### config.mk
export PLATFORM = sky130hd
export DESIGN_NAME = timer1_compare_unit
export DESIGN_NICKNAME = d
export VERILOG_FILES = /design/src/rtl/timer1_compare_unit.sv
export SDC_FILE = /design/constraint.sdc
export NUM_CORES = 1
export LEC_CHECK = 0
export CAP_MARGIN = 20
export CORE_UTILIZATION = 52
export DETAILED_ROUTE_END_ITERATION = 10
export PLACE_DENSITY = 0.78
export SYNTH_ARGS = -nofsm -noshare
export SYNTH_HDL_FRONTEND = slang
export SYNTH_SLANG_ARGS = --single-unit
### constraint.sdc
create_clock -name clk -period 2.24 [get_ports clk]
set_clock_uncertainty 0.05 [all_clocks]
set_input_delay 0.672 -clock clk [delete_from_list [all_inputs] [get_ports clk]]
set_output_delay 0.672 -clock clk [all_outputs]
set_load 0.05 [all_outputs]
### src/rtl/timer1_compare_unit.sv
// Timer_1 time base and compare stage: prescaler, auto-reload up-counter, compare and sticky flags.
// Optional build macro TIMER1_PRELOAD_EN buffers ARR/CMP writes in shadow registers until overflow.
module timer1_compare_unit #(
    parameter int WIDTH     = 16,
    parameter int PSC_WIDTH = 8
) (
    input  logic                 clk,
    input  logic                 rst_n,
    input  logic                 wr_en,
    input  logic [1:0]           wr_addr,
    input  logic [WIDTH-1:0]     wr_data,
    output logic [WIDTH-1:0]     cnt,
    output logic                 running,
    output logic                 cmp_match,
    output logic                 ovf,
    output logic                 cmp_flag,
    output logic                 ovf_flag
);

    localparam logic [1:0] ADDR_CTRL = 2'd0;
    localparam logic [1:0] ADDR_PSC  = 2'd1;
    localparam logic [1:0] ADDR_ARR  = 2'd2;
    localparam logic [1:0] ADDR_CMP  = 2'd3;

    logic                 enable;
    logic                 one_shot;
    logic [PSC_WIDTH-1:0] psc;
    logic [PSC_WIDTH-1:0] psc_cnt;
    logic [WIDTH-1:0]     arr;
    logic [WIDTH-1:0]     cmp;
    logic [WIDTH-1:0]     cnt_q;

    logic                 ctrl_wr;
    logic                 psc_wr;
    logic                 arr_wr;
    logic                 cmp_wr;
    logic                 clr_flags;
    logic                 restart;
    logic                 tick;
    logic                 wrap;
    logic [WIDTH-1:0]     cnt_next;
    logic [WIDTH-1:0]     arr_eff;
    logic [WIDTH-1:0]     cmp_eff;
    logic                 match_next;
    logic                 ovf_next;

    assign ctrl_wr   = wr_en && (wr_addr == ADDR_CTRL);
    assign psc_wr    = wr_en && (wr_addr == ADDR_PSC);
    assign arr_wr    = wr_en && (wr_addr == ADDR_ARR);
    assign cmp_wr    = wr_en && (wr_addr == ADDR_CMP);
    assign clr_flags = ctrl_wr && wr_data[2];
    assign restart   = ctrl_wr && wr_data[3];

    assign tick     = enable && (psc_cnt == psc);
    assign wrap     = tick && (cnt_q == arr);
    assign cnt_next = wrap ? '0 : cnt_q + WIDTH'(1);

    // A restart in the same cycle as a tick wins: the counter is zeroed and no pulse is emitted.
    assign match_next = tick && !restart && (cnt_next == cmp_eff) && (cmp_eff <= arr_eff);
    assign ovf_next   = wrap && !restart;

    always_ff @(posedge clk) begin
        if (!rst_n) begin
            enable    <= 1'b0;
            one_shot  <= 1'b0;
            psc       <= '0;
            psc_cnt   <= '0;
            cnt_q     <= '0;
            cmp_match <= 1'b0;
            ovf       <= 1'b0;
            cmp_flag  <= 1'b0;
            ovf_flag  <= 1'b0;
        end else begin
            // Above PSC the prescaler free-runs to its maximum and wraps without a tick.
            if (!enable || tick) begin
                psc_cnt <= '0;
            end else begin
                psc_cnt <= psc_cnt + PSC_WIDTH'(1);
            end

            if (tick) begin
                cnt_q <= cnt_next;
            end
            if (wrap && one_shot) begin
                enable <= 1'b0;
            end

            cmp_match <= match_next;
            ovf       <= ovf_next;
            cmp_flag  <= cmp_match || (cmp_flag && !clr_flags);
            ovf_flag  <= ovf || (ovf_flag && !clr_flags);

            if (restart) begin
                cnt_q   <= '0;
                psc_cnt <= '0;
            end
            if (ctrl_wr) begin
                enable   <= wr_data[0];
                one_shot <= wr_data[1];
            end
            if (psc_wr) begin
                psc <= wr_data[PSC_WIDTH-1:0];
            end
        end
    end

`ifdef TIMER1_PRELOAD_EN
    logic [WIDTH-1:0] arr_sh;
    logic [WIDTH-1:0] cmp_sh;

    assign arr_eff = wrap ? arr_sh : arr;
    assign cmp_eff = wrap ? cmp_sh : cmp;

    // Shadows always capture writes; active values follow them at overflow or while stopped.
    always_ff @(posedge clk) begin
        if (!rst_n) begin
            arr_sh <= '0;
            cmp_sh <= '0;
            arr    <= '0;
            cmp    <= '0;
        end else begin
            if (wrap) begin
                arr <= arr_sh;
                cmp <= cmp_sh;
            end
            if (arr_wr) begin
                arr_sh <= wr_data;
                if (!enable) begin
                    arr <= wr_data;
                end
            end
            if (cmp_wr) begin
                cmp_sh <= wr_data;
                if (!enable) begin
                    cmp <= wr_data;
                end
            end
        end
    end
`else
    assign arr_eff = arr;
    assign cmp_eff = cmp;

    always_ff @(posedge clk) begin
        if (!rst_n) begin
            arr <= '0;
            cmp <= '0;
        end else begin
            if (arr_wr) begin
                arr <= wr_data;
            end
            if (cmp_wr) begin
                cmp <= wr_data;
            end
        end
    end
`endif

    assign cnt     = cnt_q;
    assign running = enable;

endmodule
==> flow_metrics.py, run 1 <==
metrics = {
    "floorplan": {
        "die-area_sq_um": 8100,
        "std_cell_rows": 31,
        "ios": 42,
        "die_y_microns": 90.0,
        "floorplan.core_area_sq_um": 7370,
        "initial_core_util": 0.546,
        "floorplan.die.width_microns": 90.0,
    },
    "critical_path": {
        "critPathMaxStageDelay_ns": 0.42,
        "worst-endpoint-required_ns": 2.46,
        "cp_num_buf_inv": 1,
        "worst_path_dominant_cell_family": "simple AND/OR/NAND/NOR gates",
        "launch_instance_of_the_worst_register_to_register_path": "psc[7]",
        "setup.worst_path.class": "reg -> reg",
        "worst_r2r_path_depth": 8,
        "crit_chain": "xor2_1, nor4_2, buf_4, nand3_1, nor2_4, mux2i_2, a2111o_1, nor4_2",
        "cp.arrival_ns": 2.55,
        "endpoint_kind": "flip-flop",
        "timing.critical_path.slowest_stage_cell": "a2111o_1",
        "timing.critical_path.fanout_max": 5,
        "r2r_end": "cmp_match",
        "timing.reg2reg.setup_slack_ns": -0.08,
        "critical-path-top-cell-by-count": "nor4_2",
        "kind_of_launch_point_of_the_worst_setup_path": "flip-flop",
    },
    "detailed_routing": {
        "met2_length_mm": 5.41,
        "avgViaCountPerCell": 5.69,
        "route.detailed.drc": 0,
        "postRouteWirelength_mm": 11.2,
        "wl_met1_mm": 4.84,
        "detailroute.via_count": 3848,
        "top_layer": "met4",
        "postRouteAntennaNets": 0,
        "met3WireLength_microns": 644,
        "drtPass1Iterations": 6,
        "wire_length_per_cell_microns": 16.6,
        "violation_count_after_the_first_detailed_route_iteration": 364,
    },
    "global_routing": {
        "wire_length_of_the_first_global_routing_pass_mm": 17.9,
        "first_global_vias": 3674,
        "gr-total-overflow": 0,
        "grt_antenna_before_repair": 0,
        "global_route.usage.total": 0.278,
        "grt_max_degree": 45,
    },
    "logic_synthesis": {
        "netlist_instances": 493,
        "syn_nets": 532,
        "synth.area.top_cells": "dfxtp_1 35%, nand2_1 8.4%, xor2_1 7.8%",
        "synth_edf_count": 0,
        "synth.avg_cell_area_sq_um": 8.16,
        "asyncSetResetFlopFracSynth": 0,
        "synth_top_cells_by_count": "90 x nand2_1, 70 x dfxtp_1, 36 x xor2_1",
        "ys_seq_area_frac": 0.348,
        "warnings_synthesis": 0,
        "post-synth-top-area-fraction": 0.348,
        "yosys.area.top_type": "dfxtp_1",
        "ys_seq_elements": 70,
        "mappedNetlistArea_sq_um": 4030,
        "synth.distinct_cells": 50,
        "synth_top_flop_cell": "dfxtp_1",
        "post-synth-top-count-cell": "nand2_1",
    },
    "sta": {
        "post-route-worst-setup-slack_ns": -0.0802,
        "worstMarginPinSlew_ns": 0.496,
        "final_min_period_over_clock_period": 1.04,
        "clock.fmax_mhz": 431,
        "setup_viol": 3,
        "unrepaired_setup_endpoints_after_global_routing": "yes",
        "hold_viol_final": 0,
        "maxSlewHeadroom": 0.669,
        "final_period_minus_worst_setup_slack_ns": 2.32,
        "slew_violations": 0,
    },
    "cells_and_area": {
        "layout_utilization": 0.722,
        "antenna_cells": 0,
        "layout-drive-gt1-share": 0.236,
        "area_growth_pct": 32.2,
        "finalNetCount": 611,
    },
    "power_and_ir_drop": {
        "vdd_drop_max_v": 0.000438,
        "power.total_mw": 2.75,
        "pwr_density_cell_nw_per_um2": 516,
        "p_leak_nw": 2.22,
    },
    "clock_network": {
        "cts_num_sinks": 70,
        "cts_inserted_buffers": 9,
        "clk_latency_ns": 0.36,
        "clockBufferDepth": 2,
        "hold_buffers": 0,
        "path_clk_slew_ns": 0.08,
        "h-tree-depth": 3,
        "root_buffer": "clkbuf_8",
        "cts_tree": "built",
    },
    "hold_path": {
        "hold_class": "reg -> reg",
        "hold_path_startpoint": "ovf",
        "holdPathEnd": "ovf_flag",
        "hold_path_depth": 2,
    },
    "outcome": {
        "run_status": "finished with violations",
        "violations": "setup timing",
    },
    "place": {
        "gp_congestion": 0.939,
        "port_buffers": 41,
        "detailedPlacementHpwl_mm": 7.91,
    },
    "job": {
        "maxCapViolations": 0,
    },
}
## per-stage QoR
| stage | setup slack, ns | cell area (sq um) | hold slack, ns | std cells | TNS, ns |
|---|---|---|---|---|---|
| floorplan | -0.0265 | 4150 | 0.408 | 493 | -0.0265 |
| global placement | -0.233 | 4880 | 0.427 | 655 | -4.36 |
| detailed placement | -0.286 | 4880 | 0.436 | 655 | -4.44 |
| CTS | -0.0607 | 5110 | 0.451 | 672 | -0.0607 |
| global route | -0.148 | 5320 | 0.473 | 676 | -0.733 |
| finish | -0.0802 | 5320 | 0.443 | 676 | -0.107 |
## cells by family after synthesis
| family | after synthesis | share of synthesized area |
|---|---|---|
| multiplexers | 11 | 0.0274 |
| adder cells (fa/ha/maj) | 18 | 0.0560 |
| AND/OR/NAND/NOR | 200 | 0.252 |
| XOR/XNOR | 48 | 0.108 |
| flip-flops | 70 | 0.348 |
| buffers and inverters | 50 | 0.0485 |
| AO/OA/AOI/OAI | 96 | 0.160 |
## worst max path at each step
| stage | start | endpoint | slack [ns] | cells after the start |
|---|---|---|---|---|
| final | psc[7] | cmp_match | -0.08 | 8 |
| after global routing | psc[7] | cmp_match | -0.15 | 8 |
| after CTS | psc[7] | cmp_match | -0.06 | 9 |
| after detailed placement | wr_en | cmp_match | -0.29 | 8 |
| after global placement | psc[7] | cnt[5] | -0.23 | 8 |
| after floorplan | cnt[1] | cmp_match | -0.03 | 8 |
## routing by layer
layer	global-route usage	up-vias
met3	0.0482	29
met5	0	-
met4	0.109	0
met1	0.364	1847
met2	0.458	123
li1	-	1849
## worst min-delay path: stages, from the launching register on
cell     delay, ns
dfxtp_1       0.33
a21oi_1       0.04
nor2b_1       0.09
## final cells by class
cell class | instances | area, sq um
clock buffers | 12 | 166
clock inverters | 4 | 50.0
fillers | 552 | 2050
inverters | 24 | 90.1
repair buffers | 94 | 805
multi-input cells | 373 | 2640
well taps | 99 | 124
flip-flops and latches | 70 | 1450
## registers in the layout, summed over array words and instances, names as in the netlist
name,cells
cmp,16
cmp_flag,1
cmp_match,1
arr,16
ovf,1
psc_cnt,8
psc,8
cnt,16
ovf_flag,1
one_shot,1
running,1
## placed cells by master, fill, tap and decap left out, drive strengths merged, types with 4 or more instances in the layout
cell	netlist	routed
and3	6	6
mux2i	11	11
ha	18	18
a21boi	34	34
nor3	9	9
dfxtp	70	70
a22oi	4	4
xnor2	11	11
nor4	11	11
clkdlybuf4s50	0	21
nand4	8	8
nand2	90	90
nand3	19	19
buf	6	71
xor2	36	36
a21oi	23	23
a21o	4	4
inv	24	26
nand3b	11	11
clkbuf	20	12
o21ai	16	16
nor2b	13	13
nor2	21	21
## timing repair
action                                  4_1_cts  5_1_grt
endpoints found under the setup margin       15       18
pin swaps                                     0        9
hold endpoints to repair                      0        0
resized for setup                             3       31
buffers inserted                              1        4
## where the power goes
part	switching, mW	leakage (nW)	total [mW]	internal (mW)
clock network	0.494	0.112	1.11	0.616
registers	0.0326	0.578	1.29	1.26
logic	0.177	1.53	0.346	0.169
(Power assumes the default switching activity.)
==> run 2: changes to the inputs <==
--- a/config.mk
+++ b/config.mk
@@ -7,7 +7,9 @@
 export LEC_CHECK = 0
 export CAP_MARGIN = 20
 export CORE_UTILIZATION = 52
+export CTS_CLUSTER_SIZE = 8
 export DETAILED_ROUTE_END_ITERATION = 10
+export MAX_ROUTING_LAYER = met4
 export PLACE_DENSITY = 0.78
 export SYNTH_ARGS = -nofsm -noshare
 export SYNTH_HDL_FRONTEND = slang
==> run 2 against run 1 <==
  * The run still ends with setup timing left
  * Worst setup slack improved by 0.0021 ns
  * Cell count unchanged
  * Maximum frequency about the same
  * Worst hold slack improved by 0.0019 ns
  * Wire length increased by 0.40%
  * Flip-flop and latch count unchanged
  * Sequential share of layout area unchanged
  * Register-to-register slack about the same
  * Count of clock-buffer cells in the layout unchanged
  * Core utilization unchanged
  * Clock power about the same
  * Total power about the same
  * Critical endpoint unchanged
  * Largest cell class unchanged
==> flow_metrics.py, run 2 (synthesis gave the netlist of run 1 again) <==
metrics = {
    "outcome": {
        "run_status": "finished with violations",
        "violations": "setup timing",
    },
    "clock_network": {
        "cts_num_sinks": 70,
        "root_buffer": "clkbuf_8",
        "clockBufferDepth": 2,
        "cts_inserted_buffers": 9,
        "cts_tree": "built",
        "path_clk_slew_ns": 0.08,
        "clk_latency_ns": 0.36,
        "h-tree-depth": 3,
    },
    "power_and_ir_drop": {
        "pwr_density_cell_nw_per_um2": 516,
        "p_leak_nw": 2.22,
        "vdd_drop_max_v": 0.000438,
    },
    "critical_path": {
        "timing.critical_path.slowest_stage_cell": "a2111o_1",
        "critPathMaxStageDelay_ns": 0.42,
        "endpoint_kind": "flip-flop",
        "crit_chain": "xor2_1, nor4_2, buf_4, nand3_1, nor2_4, mux2i_2, a2111o_1, nor4_2",
        "critical-path-top-cell-by-count": "nor4_2",
        "worst-endpoint-required_ns": 2.47,
        "timing.critical_path.fanout_max": 5,
        "setup.worst_path.class": "reg -> reg",
        "cp.arrival_ns": 2.54,
        "kind_of_launch_point_of_the_worst_setup_path": "flip-flop",
        "worst_path_dominant_cell_family": "simple AND/OR/NAND/NOR gates",
        "cp_num_buf_inv": 1,
    },
    "cells_and_area": {
        "postLayoutCellArea_sq_um": 5320,
        "area_growth_pct": 32.2,
        "finalNetCount": 611,
        "layout-drive-gt1-share": 0.236,
        "layout_commonest_cell": "nand2_1",
        "antenna_cells": 0,
        "layout.cells.most_common_list": "89 x nand2_1, 65 x buf_4, 54 x dfxtp_1, 34 x a21boi_0, 32 x xor2_1",
    },
    "global_routing": {
        "global_route.usage.total": 0.286,
        "gr-total-overflow": 0,
        "first_global_vias": 3676,
        "grt_antenna_before_repair": 0,
        "grt_max_degree": 45,
        "wire_length_of_the_first_global_routing_pass_mm": 17.9,
    },
    "sta": {
        "final_min_period_over_clock_period": 1.03,
        "maxSlewHeadroom": 0.669,
        "worstMarginPinSlew_ns": 0.496,
        "post-route-worst-setup-slack_ns": -0.0782,
        "clock.fmax_mhz": 431,
        "unrepaired_setup_endpoints_after_global_routing": "yes",
        "setup_viol": 2,
        "final_period_minus_worst_setup_slack_ns": 2.32,
        "hold_viol_final": 0,
        "slew_violations": 0,
    },
    "detailed_routing": {
        "postRouteWirelength_mm": 11.2,
        "route.detailed.drc": 0,
        "avgViaCountPerCell": 5.75,
        "violation_count_after_the_first_detailed_route_iteration": 328,
        "detailroute.via_count": 3885,
        "wire_length_per_cell_microns": 16.6,
        "drtPass1Iterations": 7,
        "postRouteAntennaNets": 0,
    },
    "place": {
        "gp_congestion": 0.956,
        "postPlaceCellArea_sq_um": 4880,
        "port_buffers": 41,
        "place_worst_setup_slack_ns": -0.286,
        "detailedPlacementHpwl_mm": 7.91,
    },
    "floorplan": {
        "die_y_microns": 90.0,
        "die-area_sq_um": 8100,
        "initial_core_util": 0.546,
        "std_cell_rows": 31,
        "ios": 42,
        "floorplan.die.width_microns": 90.0,
        "floorplan.core_area_sq_um": 7370,
    },
    "hold_path": {
        "hold_class": "reg -> reg",
    },
    "job": {
        "maxCapViolations": 0,
    },
}
[run 2: cell counts in the layout (fill, tap and decap cells not counted)]
No cell type changed its count.
[run 2: routing by layer]
layer / vias to the layer above / GRT usage / routed length, microns
met4: 0 / 0.109 / 338
met5: - / - / 0
met1: 1845 / 0.363 / 4830
met2: 148 / 0.458 / 5390
met3: 37 / 0.0482 / 679
li1: 1855 / - / -
[run 2: final timing paths]
| check | start | slack [ns] | end | cells after the start |
|---|---|---|---|---|
| max | psc[7] | -0.08 | cmp_match | 8 |
| min | arr[10] | 0.44 | arr[10] | 2 |
| max reg2reg | psc[7] | -0.08 | cmp_match | 8 |
| min reg2reg | arr[10] | 0.44 | arr[10] | 2 |
[run 2: metrics by stage]
step	TNS (ns)	hold WS (ns)	std cells	total power, mW	utilization
4_1_cts	-0.0607	0.451	672	2.74	0.693
6_report	-0.0979	0.445	676	2.74	0.722
3_5_place_dp	-4.44	0.436	655	1.64	0.662
2_1_floorplan	-0.0265	0.408	493	1.50	-
5_1_grt	-0.734	0.473	676	2.86	0.722
3_3_place_gp	-4.36	0.427	655	1.63	0.662
[run 2: power by group]
group / internal [mW] / switching, mW / leakage [nW]
clock: 0.616 / 0.493 / 0.112
sequential: 1.26 / 0.0327 / 0.578
combinational: 0.169 / 0.177 / 1.53
[run 2: what timing repair did]
action | in CTS | in global routing
buffers inserted | 1 | 4
setup endpoints to repair | 15 | 18
pin swaps | 0 | 9
hold buffers | 0 | 0
resized for setup | 3 | 31
cloned | 0 | 0
[run 2: worst register-to-register path, stage by stage (launching register included)]
cell      delay, ns
dfxtp_1        0.32
xor2_1         0.18
nor4_2         0.34
buf_4          0.18
nand3_1        0.20
nor2_4         0.25
mux2i_2        0.11
a2111o_1       0.42
nor4_2         0.20
[run 2: area by class of cell]
cell class	count	area (sq um)
repair buffers	94	805
clock inverters	4	50.0
well taps	99	124
inverters	24	90.1
clock buffers	12	166
flip-flops and latches	70	1450
multi-input cells	373	2640
fillers	552	2050
==> run 3: changes to the inputs <==
--- a/config.mk
+++ b/config.mk
@@ -6,7 +6,9 @@
 export NUM_CORES = 1
 export LEC_CHECK = 0
 export CAP_MARGIN = 20
-export CORE_UTILIZATION = 52
+export CELL_PAD_IN_SITES_DETAIL_PLACEMENT = 0
+export CELL_PAD_IN_SITES_GLOBAL_PLACEMENT = 2
+export CORE_UTILIZATION = 31
 export CTS_CLUSTER_SIZE = 8
 export DETAILED_ROUTE_END_ITERATION = 10
 export MAX_ROUTING_LAYER = met4
==> run 3 against run 2 <==
  * The flow still finishes with violations (setup timing)
  * Flip-flop and latch count did not move
  * Worst hold slack improved by 0.0049 ns
  * Final area rose by 6.9%
  * Via count fell by 3.8%
  * Combinational power rose by 3%
  * Sequential share of layout area fell by 1.7 points
  * Total power rose by 20%
  * Critical endpoint unchanged
  * Highest routed layer unchanged
==> flow_metrics.py, run 3 (synthesis gave the netlist of run 1 again) <==
metrics = {
    "outcome": {
        "run_status": "finished with violations",
        "violations": "setup timing",
    },
    "sta": {
        "unrepaired_setup_endpoints_after_global_routing": "yes",
        "post-route-worst-setup-slack_ns": -0.0226,
        "fin_hold_ws_ns": 0.450,
        "tns_ns": -0.0226,
        "hold_viol_final": 0,
        "setup_viol": 1,
        "final_min_period_over_clock_period": 1.01,
        "slew_violations": 0,
        "clock.fmax_mhz": 442,
        "worstMarginPinSlew_ns": 0.508,
        "maxSlewHeadroom": 0.661,
        "final_period_minus_worst_setup_slack_ns": 2.26,
    },
    "global_routing": {
        "first_global_vias": 3667,
        "groute.layer.met1.usage": 0.260,
        "grt_max_degree": 45,
        "wire_length_of_the_first_global_routing_pass_mm": 19.2,
        "global_route.usage.total": 0.199,
        "gr-usage-met3": 0.0513,
        "gr-max-usage-layer": "met2",
        "gr-total-overflow": 0,
        "grt_antenna_before_repair": 0,
        "groute.layer.met2.usage": 0.299,
    },
    "detailed_routing": {
        "drtPass1Iterations": 4,
        "postRouteWirelength_mm": 11.8,
        "violation_count_after_the_first_detailed_route_iteration": 167,
        "detailroute.via_count": 3738,
        "route.detailed.drc": 0,
        "wire_length_per_cell_microns": 15.1,
        "avgViaCountPerCell": 4.81,
        "postRouteAntennaNets": 0,
    },
    "place": {
        "place_worst_setup_slack_ns": -0.413,
        "gp_congestion": 0.919,
        "detailedPlacementHpwl_mm": 9.14,
        "port_buffers": 41,
    },
    "cells_and_area": {
        "ff_latch_area_sq_um": 1450,
        "layout.filler_cells": 1311,
        "antenna_cells": 0,
        "multi_input_gate_area_sq_um": 2560,
        "layout-drive-gt1-share": 0.261,
        "layout.cells.most_common_list": "95 x buf_4, 89 x nand2_1, 54 x dfxtp_1, 34 x xor2_1, 34 x a21boi_0",
        "area_growth_pct": 41.3,
        "layout_commonest_cell": "buf_4",
        "finalNetCount": 639,
    },
    "clock_network": {
        "cts_inserted_buffers": 9,
        "clockBufferDepth": 2,
        "hold_buffers": 0,
        "cts_tree": "built",
        "path_clk_slew_ns": 0.06,
        "root_buffer": "clkbuf_16",
        "cts_num_sinks": 70,
        "h-tree-depth": 3,
        "clk_latency_ns": 0.35,
    },
    "critical_path": {
        "critPathMaxStageDelay_ns": 0.49,
        "crit_chain": "ha_4, nand4_1, buf_4, nor3_4, xnor2_2, or4b_4, a21oi_1, o32ai_2, nor4_2",
        "endpoint_kind": "flip-flop",
        "timing.critical_path.fanout_max": 5,
        "timing.critical_path.slowest_stage_cell": "or4b_4",
        "worst-endpoint-required_ns": 2.46,
        "setup.worst_path.class": "reg -> reg",
        "cp.arrival_ns": 2.48,
        "kind_of_launch_point_of_the_worst_setup_path": "flip-flop",
    },
    "floorplan": {
        "floorplan.die.width_microns": 116,
        "floorplan.core_area_sq_um": 12600,
        "std_cell_rows": 41,
        "die-area_sq_um": 13400,
        "die_y_microns": 116,
        "ios": 42,
        "initial_core_util": 0.319,
    },
    "power_and_ir_drop": {
        "pwr_density_cell_nw_per_um2": 577,
        "power.total_mw": 3.28,
        "vdd_drop_max_v": 0.000353,
        "p_leak_nw": 2.42,
    },
    "hold_path": {
        "hold_class": "reg -> reg",
    },
    "job": {
        "maxCapViolations": 0,
    },
}
## run 3: cell count changes in the layout (fill, tap and decap cells not counted), moves of 2 or more
cell       before  now
clkbuf_8       10    2
clkbuf_16       1   11
xor2_2          4    2
nor4_1          4    6
buf_6           4    1
buf_12          2    4
buf_4          65   95
xor2_1         32   34
## run 3: worst max-delay path, delay by kind of cell, from the launching register on
family,cells,cell delay [ns]
compound gates,2,0.31
fa+ha+maj,1,0.14
simple gates,4,0.93
buf+inv,1,0.18
xor+xnor,1,0.18
flops,1,0.39
## run 3: per-stage QoR
stage	utilization	instances	cell area, sq um
floorplan	-	493	4150
global placement	0.416	761	5240
detailed placement	0.416	761	5240
CTS	0.449	777	5670
global route	0.451	777	5690
finish	0.451	777	5690
## run 3: final cells by class
type                       count  share of cell area
timing repair buffer         122               0.181
clock buffer                  13              0.0532
tap                          172              0.0378
sequential                    70               0.254
inverter                      24              0.0158
multi-input combinational    373               0.450
clock inverter                 3             0.00770
## run 3: power by group
group          total [mW]  internal, mW  switching, mW
combinational       0.357         0.178          0.180
sequential           1.29          1.26         0.0300
clock                1.63          1.06          0.573
## run 3: path summary, 6_finish.rpt
path / from / to / slack (ns) / cells after the start
worst max-delay path: cnt[1] / cmp_match / -0.02 / 9
worst min-delay path: ovf / ovf_flag / 0.45 / 2
worst max register to register: cnt[1] / cmp_match / -0.02 / 9
worst min register to register: ovf / ovf_flag / 0.45 / 2
## run 3: routing by layer
metal  routed length [microns]  up-vias
met2                      5400       67
met5                         0        -
met3                       484       11
met1                      5740     1749
met4                       142        0
li1                          -     1911
## run 3: timing repair
item,4_1_cts,5_1_grt
setup buffers,0,0
gates resized for setup,15,4
endpoints found under the hold margin,0,0
pin swaps,4,0
endpoints found under the setup margin,14,5
gates cloned,0,0
